<file path="config.mk">
export PLATFORM = sky130hd
export DESIGN_NAME = booth_mult_sched
export DESIGN_NICKNAME = d
export VERILOG_FILES = /design/src/rtl/booth_pkg.sv /design/src/rtl/rr_arbiter.sv /design/src/rtl/booth_mult_sched.sv
export SDC_FILE = /design/constraint.sdc
export NUM_CORES = 1
export LEC_CHECK = 0
export CORE_MARGIN = 10
export CORE_UTILIZATION = 25
export CTS_BUF_LIST = sky130_fd_sc_hd__clkbuf_4 sky130_fd_sc_hd__clkbuf_8
export DETAILED_ROUTE_END_ITERATION = 8
export PLACE_DENSITY = 0.63
export SYNTH_ARGS = -nofsm -noshare
export SYNTH_HDL_FRONTEND = slang
export SYNTH_HIERARCHICAL = 1
export SYNTH_SLANG_ARGS = --single-unit
export TNS_END_PERCENT = 20
</file>
<file path="constraint.sdc">
create_clock -name clk -period 3 [get_ports clk]
set_clock_uncertainty 0.15 [all_clocks]
set_input_delay 0.6 -clock clk [delete_from_list [all_inputs] [get_ports clk]]
set_output_delay 0.6 -clock clk [all_outputs]
set_load 0.01 [all_outputs]
</file>
<file path="src/rtl/booth_pkg.sv">
// Shared types and helpers for the booth multiplier scheduler.
package booth_pkg;

  // Scheduler FSM states.
  typedef enum logic [1:0] {
    IDLE  = 2'd0,
    ISSUE = 2'd1,
    WAIT  = 2'd2,
    RESP  = 2'd3
  } sched_state_t;

  // Cycles after the load edge until the radix-4 sequential multiplier's P is final.
  function automatic int booth_mult_latency(input int b_width);
    return 3 * ((b_width + 2) / 2) + 1;
  endfunction

endpackage

</file>
<file path="src/rtl/rr_arbiter.sv">
// Combinational round-robin arbiter: grants the first requester at or after
// rr_ptr, wrapping. The pointer register lives in the parent.
module rr_arbiter #(
  parameter int NUM_REQ  = 4,
  parameter int ID_WIDTH = $clog2(NUM_REQ)
) (
  input  logic [NUM_REQ-1:0]  req,
  input  logic [ID_WIDTH-1:0] rr_ptr,
  output logic [NUM_REQ-1:0]  grant,
  output logic [ID_WIDTH-1:0] grant_idx,
  output logic                any_grant
);

  // Scan candidates starting at the pointer; the first valid one wins.
  always_comb begin
    int cand;
    grant     = '0;
    grant_idx = '0;
    any_grant = 1'b0;
    cand      = 0;
    for (int k = 0; k < NUM_REQ; k++) begin
      cand = int'(rr_ptr) + k;
      if (cand >= NUM_REQ) begin
        cand = cand - NUM_REQ;
      end
      if (!any_grant && req[cand[ID_WIDTH-1:0]]) begin
        any_grant                   = 1'b1;
        grant_idx                   = cand[ID_WIDTH-1:0];
        grant[cand[ID_WIDTH-1:0]]   = 1'b1;
      end
    end
  end

endmodule

</file>
<file path="src/rtl/booth_mult_sched.sv">
// Shares one sequential radix-4 booth multiplier among NUM_REQ requesters.
// Round-robin grant, fixed-latency wait for the product, single valid/ready
// response channel carrying the product and requester index.
// Optional feature macro: BOOTH_SCHED_ZERO_BYPASS_EN -- when defined, a grant
// with a zero operand skips the multiplier and responds with 0 immediately.
module booth_mult_sched
  import booth_pkg::*;
#(
  parameter int NUM_REQ      = 4,
  parameter int A_WIDTH      = 6,
  parameter int B_WIDTH      = 6,
  parameter int P_WIDTH      = A_WIDTH + B_WIDTH + 1,
  parameter int MULT_LATENCY = booth_mult_latency(B_WIDTH),
  parameter int ID_WIDTH     = $clog2(NUM_REQ)
) (
  input  logic                         clk,
  input  logic                         rst,
  input  logic [NUM_REQ-1:0]           req_valid,
  input  logic [NUM_REQ*A_WIDTH-1:0]   req_a,
  input  logic [NUM_REQ*B_WIDTH-1:0]   req_b,
  output logic [NUM_REQ-1:0]           req_ready,
  output logic                         rsp_valid,
  input  logic                         rsp_ready,
  output logic [ID_WIDTH-1:0]          rsp_id,
  output logic [P_WIDTH-1:0]           rsp_p,
  output logic                         mult_load,
  output logic [A_WIDTH-1:0]           mult_a,
  output logic [B_WIDTH-1:0]           mult_b,
  input  logic [P_WIDTH-1:0]           mult_p,
  output logic                         busy
);

  localparam int CNT_W = $clog2(MULT_LATENCY + 1);

  sched_state_t          state_q,    state_d;
  logic [ID_WIDTH-1:0]   rr_ptr_q,   rr_ptr_d;
  logic [ID_WIDTH-1:0]   gnt_id_q,   gnt_id_d;
  logic [A_WIDTH-1:0]    op_a_q,     op_a_d;
  logic [B_WIDTH-1:0]    op_b_q,     op_b_d;
  logic [CNT_W-1:0]      wait_cnt_q, wait_cnt_d;
  logic [P_WIDTH-1:0]    rsp_p_q,    rsp_p_d;
  logic [ID_WIDTH-1:0]   rsp_id_q,   rsp_id_d;

  logic [A_WIDTH-1:0]    req_a_arr [NUM_REQ];
  logic [B_WIDTH-1:0]    req_b_arr [NUM_REQ];
  logic [NUM_REQ-1:0]    grant;
  logic [ID_WIDTH-1:0]   grant_idx;
  logic                  any_grant;
  logic [A_WIDTH-1:0]    gnt_a;
  logic [B_WIDTH-1:0]    gnt_b;

  // Split the packed operand buses into per-requester slices.
  for (genvar gi = 0; gi < NUM_REQ; gi++) begin : g_unpack
    assign req_a_arr[gi] = req_a[gi*A_WIDTH +: A_WIDTH];
    assign req_b_arr[gi] = req_b[gi*B_WIDTH +: B_WIDTH];
  end

  assign gnt_a = req_a_arr[grant_idx];
  assign gnt_b = req_b_arr[grant_idx];

  rr_arbiter #(
    .NUM_REQ  (NUM_REQ),
    .ID_WIDTH (ID_WIDTH)
  ) u_arb (
    .req       (req_valid),
    .rr_ptr    (rr_ptr_q),
    .grant     (grant),
    .grant_idx (grant_idx),
    .any_grant (any_grant)
  );

  // Operands go straight from the registers so they stay put until the next grant.
  assign mult_a = op_a_q;
  assign mult_b = op_b_q;
  assign rsp_p  = rsp_p_q;
  assign rsp_id = rsp_id_q;

  // Next-state and output decode for the IDLE/ISSUE/WAIT/RESP sequence.
  always_comb begin
    state_d    = state_q;
    rr_ptr_d   = rr_ptr_q;
    gnt_id_d   = gnt_id_q;
    op_a_d     = op_a_q;
    op_b_d     = op_b_q;
    wait_cnt_d = wait_cnt_q;
    rsp_p_d    = rsp_p_q;
    rsp_id_d   = rsp_id_q;
    req_ready  = '0;
    mult_load  = 1'b0;
    rsp_valid  = 1'b0;
    busy       = (state_q != IDLE);

    unique case (state_q)
      IDLE: begin
        req_ready = grant;
        if (any_grant) begin
          op_a_d   = gnt_a;
          op_b_d   = gnt_b;
          gnt_id_d = grant_idx;
          rr_ptr_d = (grant_idx == ID_WIDTH'(NUM_REQ - 1)) ? '0 : grant_idx + 1'b1;
          state_d  = ISSUE;
`ifdef BOOTH_SCHED_ZERO_BYPASS_EN
          // A zero operand makes the product trivially zero; skip the multiplier.
          if ((gnt_a == '0) || (gnt_b == '0)) begin
            rsp_p_d  = '0;
            rsp_id_d = grant_idx;
            state_d  = RESP;
          end
`endif
        end
      end
      ISSUE: begin
        mult_load  = 1'b1;
        wait_cnt_d = CNT_W'(MULT_LATENCY);
        state_d    = WAIT;
      end
      WAIT: begin
        wait_cnt_d = wait_cnt_q - 1'b1;
        if (wait_cnt_q == CNT_W'(1)) begin
          rsp_p_d  = mult_p;
          rsp_id_d = gnt_id_q;
          state_d  = RESP;
        end
      end
      RESP: begin
        rsp_valid = 1'b1;
        if (rsp_ready) begin
          state_d = IDLE;
        end
      end
      default: state_d = IDLE;
    endcase
  end

  // State and datapath registers with synchronous reset.
  always_ff @(posedge clk) begin
    if (rst) begin
      state_q    <= IDLE;
      rr_ptr_q   <= '0;
      gnt_id_q   <= '0;
      op_a_q     <= '0;
      op_b_q     <= '0;
      wait_cnt_q <= '0;
      rsp_p_q    <= '0;
      rsp_id_q   <= '0;
    end else begin
      state_q    <= state_d;
      rr_ptr_q   <= rr_ptr_d;
      gnt_id_q   <= gnt_id_d;
      op_a_q     <= op_a_d;
      op_b_q     <= op_b_d;
      wait_cnt_q <= wait_cnt_d;
      rsp_p_q    <= rsp_p_d;
      rsp_id_q   <= rsp_id_d;
    end
  end

endmodule

</file>
==> impl_metrics.env, run 1 <==
export IMPL_wl_per_cell_um=14.5
export IMPL_period_share_pct=101
export IMPL_layout_nets=446
export IMPL_antenna_cells=0
export IMPL_p_per_area_nw_per_um2=957
export IMPL_rows=34
export IMPL_tightest_slew_ps=681
export IMPL_status="complete, but fails checks"
export IMPL_place_congestion=0.759
export IMPL_viasPerCell=4.67
export IMPL_worstHoldStart="mult_a[3]"
export IMPL_clkLatencyLatePin_ps=280
export IMPL_crit_required_ps=2250
export IMPL_synth_compound_area_share_pct=15.2
export IMPL_yosys_register_bits=37
export IMPL_area_growth_synth_to_final_pct=66.3
export IMPL_maxSlewHeadroom_pct=54.4
export IMPL_cts_sinks=37
export IMPL_mostFrequentLayoutCells="clkdlybuf4s50_1 (93), nand2_1 (63), dfxtp_1 (35)"
export IMPL_htree_num_levels=2
export IMPL_cts_hold_buf=0
export IMPL_ys_async_sr_fraction_pct=0
export IMPL_grt_first_pass_wirelength_mm=11.0
export IMPL_synth_edff_count=0
export IMPL_endpoint_kind="primary output"
export IMPL_io_pins=102
export IMPL_setup_viol=1
export IMPL_synth_distinct_cells=37
export IMPL_antenna_found_initial=0
export IMPL_finalHoldViolCount=0
export IMPL_coreArea_um2=8680
export IMPL_drtIter0Drc=76
export IMPL_synth_seq_area_share_pct=33.5
export IMPL_startpoint="req_valid[0]"
export IMPL_cts_buffer_depth=2
export IMPL_cts_root_buf="clkbuf_8"
export IMPL_violations="setup timing"
export IMPL_leakagePower_nw=1.37
export IMPL_synth_area_um2=2210
export IMPL_synth_cells=244
export IMPL_ys_warn_count=6
export IMPL_dr_pass1_iters=4
export IMPL_ant_nets=0
export IMPL_drt_total_wl_mm=6.88
export IMPL_grt_max_degree=26
export IMPL_crit_fanout=5
export IMPL_power_mw=3.52
export IMPL_worst_slack_ps=-21.3
export IMPL_initial_core_util_pct=25.4
export IMPL_die_x_um=114
export IMPL_period_needed_ps=3020
export IMPL_syn_area_per_cell_um2=9.05
export IMPL_synth_top_family_by_area="simple AND/OR/NAND/NOR gates"
export IMPL_dieArea_um2=13000
export IMPL_path_class="primary input to primary output"
export IMPL_drive_above_1_share_pct=19.7
export IMPL_syn_nets=325
export IMPL_grt_ovfl_total=0
export IMPL_slew_violations=0
export IMPL_dp_final_hpwl_mm=5.42
export IMPL_final_area_um2=3670
export IMPL_grt_pass1_vias=2275
export IMPL_synthSimpleGateAreaFrac_pct=20.1
export IMPL_startpoint_type="primary input"
export IMPL_r2r_start="rr_ptr_q[0]"
export IMPL_synth_fa_ha_area_share_pct=7.37
export IMPL_final_common_cell="clkdlybuf4s50_1"
export IMPL_fin_cells=474
export IMPL_ir_worst_vdd_mv=0.313
export IMPL_placed_cells=460
export IMPL_drc=0
export IMPL_track_usage_pct=10.1
export IMPL_fmax_mhz=331
export IMPL_hold_path_class="flip-flop to flip-flop"
export IMPL_critical_path_arrival_ps=2270
export IMPL_muxShareOfSynthArea_pct=18.5
export IMPL_cts_tree="yes"
export IMPL_numCtsBuffers=5
export IMPL_io_buffers=101
export IMPL_dr_total_vias=2213
export IMPL_path_clk_slew_ps=70
export IMPL_grt_setup_unrepaired="yes"
export IMPL_die_y_um=114
export IMPL_synth_xor_xnor_area_share_pct=0
export IMPL_cap_violations=0
export IMPL_place_area_um2=3510
export IMPL_synth_ff_type="dfxtp_1"
export IMPL_finalSetupTns_ps=-21.3
routing by layer:
metal,track usage [%],up-vias,wire length [um]
li1,-,1104,-
met1,10.9,1035,2770
met2,17.3,72,3390
met3,4.99,2,684
met4,2.17,0,37
met5,0,-,0
worst paths after layout:
kind / depth (start not counted) / slack (ps) / end
worst min register to register: 2 / 300 / mult_a[3]
worst max-delay path: 9 / -20 / req_ready[3]
worst min-delay path: 2 / 300 / mult_a[3]
worst max register to register: 10 / 150 / rr_ptr_q[0]
Yosys cell counts (2+ instances only):
master    number  share of area [%]
a21oi_1       33                7.5
inv_1          8                1.4
nand2b_1       5                1.4
nor3_1         2               0.45
buf_2          5                1.1
a22oi_1        8                2.7
nor2_1         4               0.68
nor4_1         2               0.57
nand2_1       63                 11
mux4_1         2                2.4
buf_6          2                1.0
mux4_2        14                 14
and2_1         6                1.7
ha_1          13                7.4
buf_1          3               0.51
clkbuf_1       5               0.85
a311oi_1       2               0.79
dfxtp_1       37                 34
o21ai_0        6                1.4
nor2b_1        4                1.1
o31ai_1        2               0.68
mux2i_1        3                1.4
flip-flops by register name (all words and copies together) (netlist names):
name / count
mult_b: 6
gnt_id_q: 2
rsp_p: 13
rr_ptr_q: 2
mult_a: 6
wait_cnt_q: 4
state_q: 2
rsp_id: 2
cells by family (layout without fill, tap and decap cells):
group                    Yosys count  count (layout)
adder cells (fa/ha/maj)           13              13
flip-flops                        37              37
AND/OR/NAND/NOR                   93              93
buffers and inverters             24             146
AO/OA/AOI/OAI                     57              57
multiplexers                      20              20
critical path, stage by stage:
cell and delay (ps):
clkdlybuf4s15_2 210, mux4_2 500, nor4b_4 340, buf_4 170, buf_6 80, a22oi_2 40, o21ai_1 70, and2_1 130
buf_2 130
per-stage QoR:
step	utilization, %	hold WS [ps]	worst slack (ps)
after floorplan	-	282	6.85
after global placement	40.4	288	-611
after detailed placement	40.4	296	-699
after CTS	42.2	307	-35.4
after global routing	42.3	320	-108
final	42.3	304	-21.3
cell type report:
class                           instances  area, um^2
Fill cell                             893        5010
Sequential cell                        37         743
Inverter                                8        30.0
Tap cell                              108         135
Timing Repair Buffer                  130        1260
Clock buffer                            7        90.1
Clock inverter                          1        30.0
Multi-Input combinational cell        183        1380
timing repair:
action / in CTS / in global routing
endpoints found under the hold margin: 0 / 0
pin swaps: 2 / 1
gates resized for setup: 37 / 5
cloned: 0 / 0
setup endpoints to repair: 17 / 4
setup buffers: 6 / 0
where the power goes:
part / internal [mW] / leakage (nW) / total (mW) / switching [mW]
Sequential: 0.638 / 0.303 / 0.738 / 0.100
Combinational: 1.30 / 1.00 / 2.32 / 1.02
Clock: 0.280 / 0.0619 / 0.453 / 0.172
(Power assumes the default switching activity.)
==> inputs of run 2 (changes only) <==
--- a/config.mk
+++ b/config.mk
@@ -6,10 +6,11 @@
 export NUM_CORES = 1
 export LEC_CHECK = 0
 export CORE_MARGIN = 10
-export CORE_UTILIZATION = 25
+export CORE_UTILIZATION = 39
 export CTS_BUF_LIST = sky130_fd_sc_hd__clkbuf_4 sky130_fd_sc_hd__clkbuf_8
 export DETAILED_ROUTE_END_ITERATION = 8
-export PLACE_DENSITY = 0.63
+export PLACE_DENSITY = 0.87
+export REMOVE_ABC_BUFFERS = 1
 export SYNTH_ARGS = -nofsm -noshare
 export SYNTH_HDL_FRONTEND = slang
 export SYNTH_HIERARCHICAL = 1
==> run 2 against run 1 <==
  * The flow still finishes with violations (setup timing)
  * Maximum frequency rose by 0.70%
  * Non-clock buffer count up 10
  * Final area is 2.0% higher
  * Final cell count is 5.5% lower
  * Critical path depth grew 2
  * Largest cell class unchanged
  * Largest power group unchanged
==> impl_metrics.env, run 2 (synthesis gave the netlist of run 1 again) <==
export IMPL_status="complete, but fails checks"
export IMPL_violations="setup timing"
export IMPL_wl_per_cell_um=15.7
export IMPL_critical_path_arrival_ps=2250
export IMPL_worst_slack_ps=-0.401
export IMPL_viasPerCell=5.11
export IMPL_drc=0
export IMPL_top_usage_layer="met2"
export IMPL_rows=27
export IMPL_met1_usage_pct=15.9
export IMPL_startpoint_type="flip-flop"
export IMPL_coreArea_um2=5510
export IMPL_largest_reg_flops=13
export IMPL_crit_fanout=4
export IMPL_grt_max_degree=21
export IMPL_place_area_um2=3480
export IMPL_grt_first_pass_wirelength_mm=11.2
export IMPL_clkLatencyLatePin_ps=280
export IMPL_period_share_pct=100
export IMPL_cts_sinks=37
export IMPL_grt_setup_unrepaired="yes"
export IMPL_die_y_um=95.3
export IMPL_crit_required_ps=2250
export IMPL_fin_util_pct=68.0
export IMPL_antenna_found_initial=0
export IMPL_numCtsBuffers=5
export IMPL_hold_path_class="flip-flop to flip-flop"
export IMPL_cts_hold_buf=0
export IMPL_fmax_mhz=333
export IMPL_use_met2_pct=26.4
export IMPL_tightest_slew_ps=798
export IMPL_io_buffers=101
export IMPL_initial_core_util_pct=40.1
export IMPL_dr_total_vias=2289
export IMPL_final_area_um2=3740
export IMPL_area_growth_synth_to_final_pct=69.6
export IMPL_grt_pass1_vias=2427
export IMPL_mostFrequentLayoutCells="clkdlybuf4s50_1 (93), nand2_1 (61), dfxtp_1 (35)"
export IMPL_dp_final_hpwl_mm=5.33
export IMPL_htree_num_levels=2
export IMPL_dr_pass1_iters=4
export IMPL_period_needed_ps=3000
export IMPL_antenna_cells=0
export IMPL_finalSetupTns_ps=-0.401
export IMPL_n_fill_cell=422
export IMPL_path_clk_slew_ps=70
export IMPL_finalHoldViolCount=0
export IMPL_reg2reg_slack_ps=40
export IMPL_place_congestion=0.802
export IMPL_drt_total_wl_mm=7.05
export IMPL_io_pins=102
export IMPL_power_mw=3.74
export IMPL_cts_root_buf="clkbuf_8"
export IMPL_path_class="flip-flop to primary output"
export IMPL_ant_nets=0
export IMPL_met3_usage_pct=7.23
export IMPL_cts_tree="yes"
export IMPL_cap_violations=0
export IMPL_final_common_cell="clkdlybuf4s50_1"
export IMPL_maxSlewHeadroom_pct=46.6
export IMPL_drive_above_1_share_pct=24.2
export IMPL_track_usage_pct=15.4
export IMPL_dpl_worst_slack_ps=-727
export IMPL_die_x_um=95.3
export IMPL_dieArea_um2=9070
export IMPL_setup_viol=1
export IMPL_p_per_area_nw_per_um2=998
export IMPL_layout_nets=456
export IMPL_leakagePower_nw=1.43
export IMPL_cts_buffer_depth=2
export IMPL_endpoint_kind="primary output"
export IMPL_grt_ovfl_total=0
export IMPL_ir_worst_vdd_mv=0.483
export IMPL_slew_violations=0
export IMPL_drtIter0Drc=138
run 2: where the power goes:
part           total [mW]  internal (mW)  switching (mW)
Sequential          0.737          0.638          0.0984
Combinational        2.62           1.48            1.14
Clock               0.381          0.208           0.174
Total                3.74           2.33            1.41
run 2: through the flow:
step | std cells | hold slack (ps)
2_1_floorplan | 228 | 276
3_3_place_gp | 426 | 289
3_5_place_dp | 426 | 298
4_1_cts | 445 | 308
5_1_grt | 448 | 320
6_report | 448 | 302
run 2: per-layer routing:
layer / wire (um) / up-vias
li1: - / 1123
met1: 2610 / 1063
met2: 3560 / 88
met3: 729 / 15
met4: 147 / 0
met5: 0 / -
run 2: area by class of cell:
| cell class | count | area, um^2 | area share (%) |
|---|---|---|---|
| timing repair buffer | 140 | 1360 | 36.4 |
| tap | 72 | 90.1 | 2.41 |
| clock buffer | 7 | 96.3 | 2.57 |
| inverter | 8 | 30.0 | 0.802 |
| clock inverter | 1 | 5.00 | 0.134 |
| multi-input combinational | 183 | 1420 | 37.9 |
| sequential | 37 | 743 | 19.8 |
run 2: path summary, 6_finish.rpt:
kind,end,cells past startpoint,start
max,req_ready[3],11,rr_ptr_q[0]
min,rsp_id[0],2,gnt_id_q[0]
max reg2reg,mult_b[3],14,rr_ptr_q[0]
min reg2reg,rsp_id[0],2,gnt_id_q[0]
run 2: worst max-delay path, stage by stage, from the launching register on:
cell     delay [ps]
dfxtp_2         330
buf_6           130
buf_6           120
buf_6           110
mux4_2          340
nor4b_4         320
buf_4           170
buf_6            90
a22oi_2          40
o21ai_1          70
and2_1          130
buf_2           120
run 2: timing repair:
action                                  4_1_cts  5_1_grt
gates resized for setup                      48       15
buffers inserted                             11        3
cloned                                        0        1
endpoints found under the setup margin       17       17
pin swaps                                     2        7
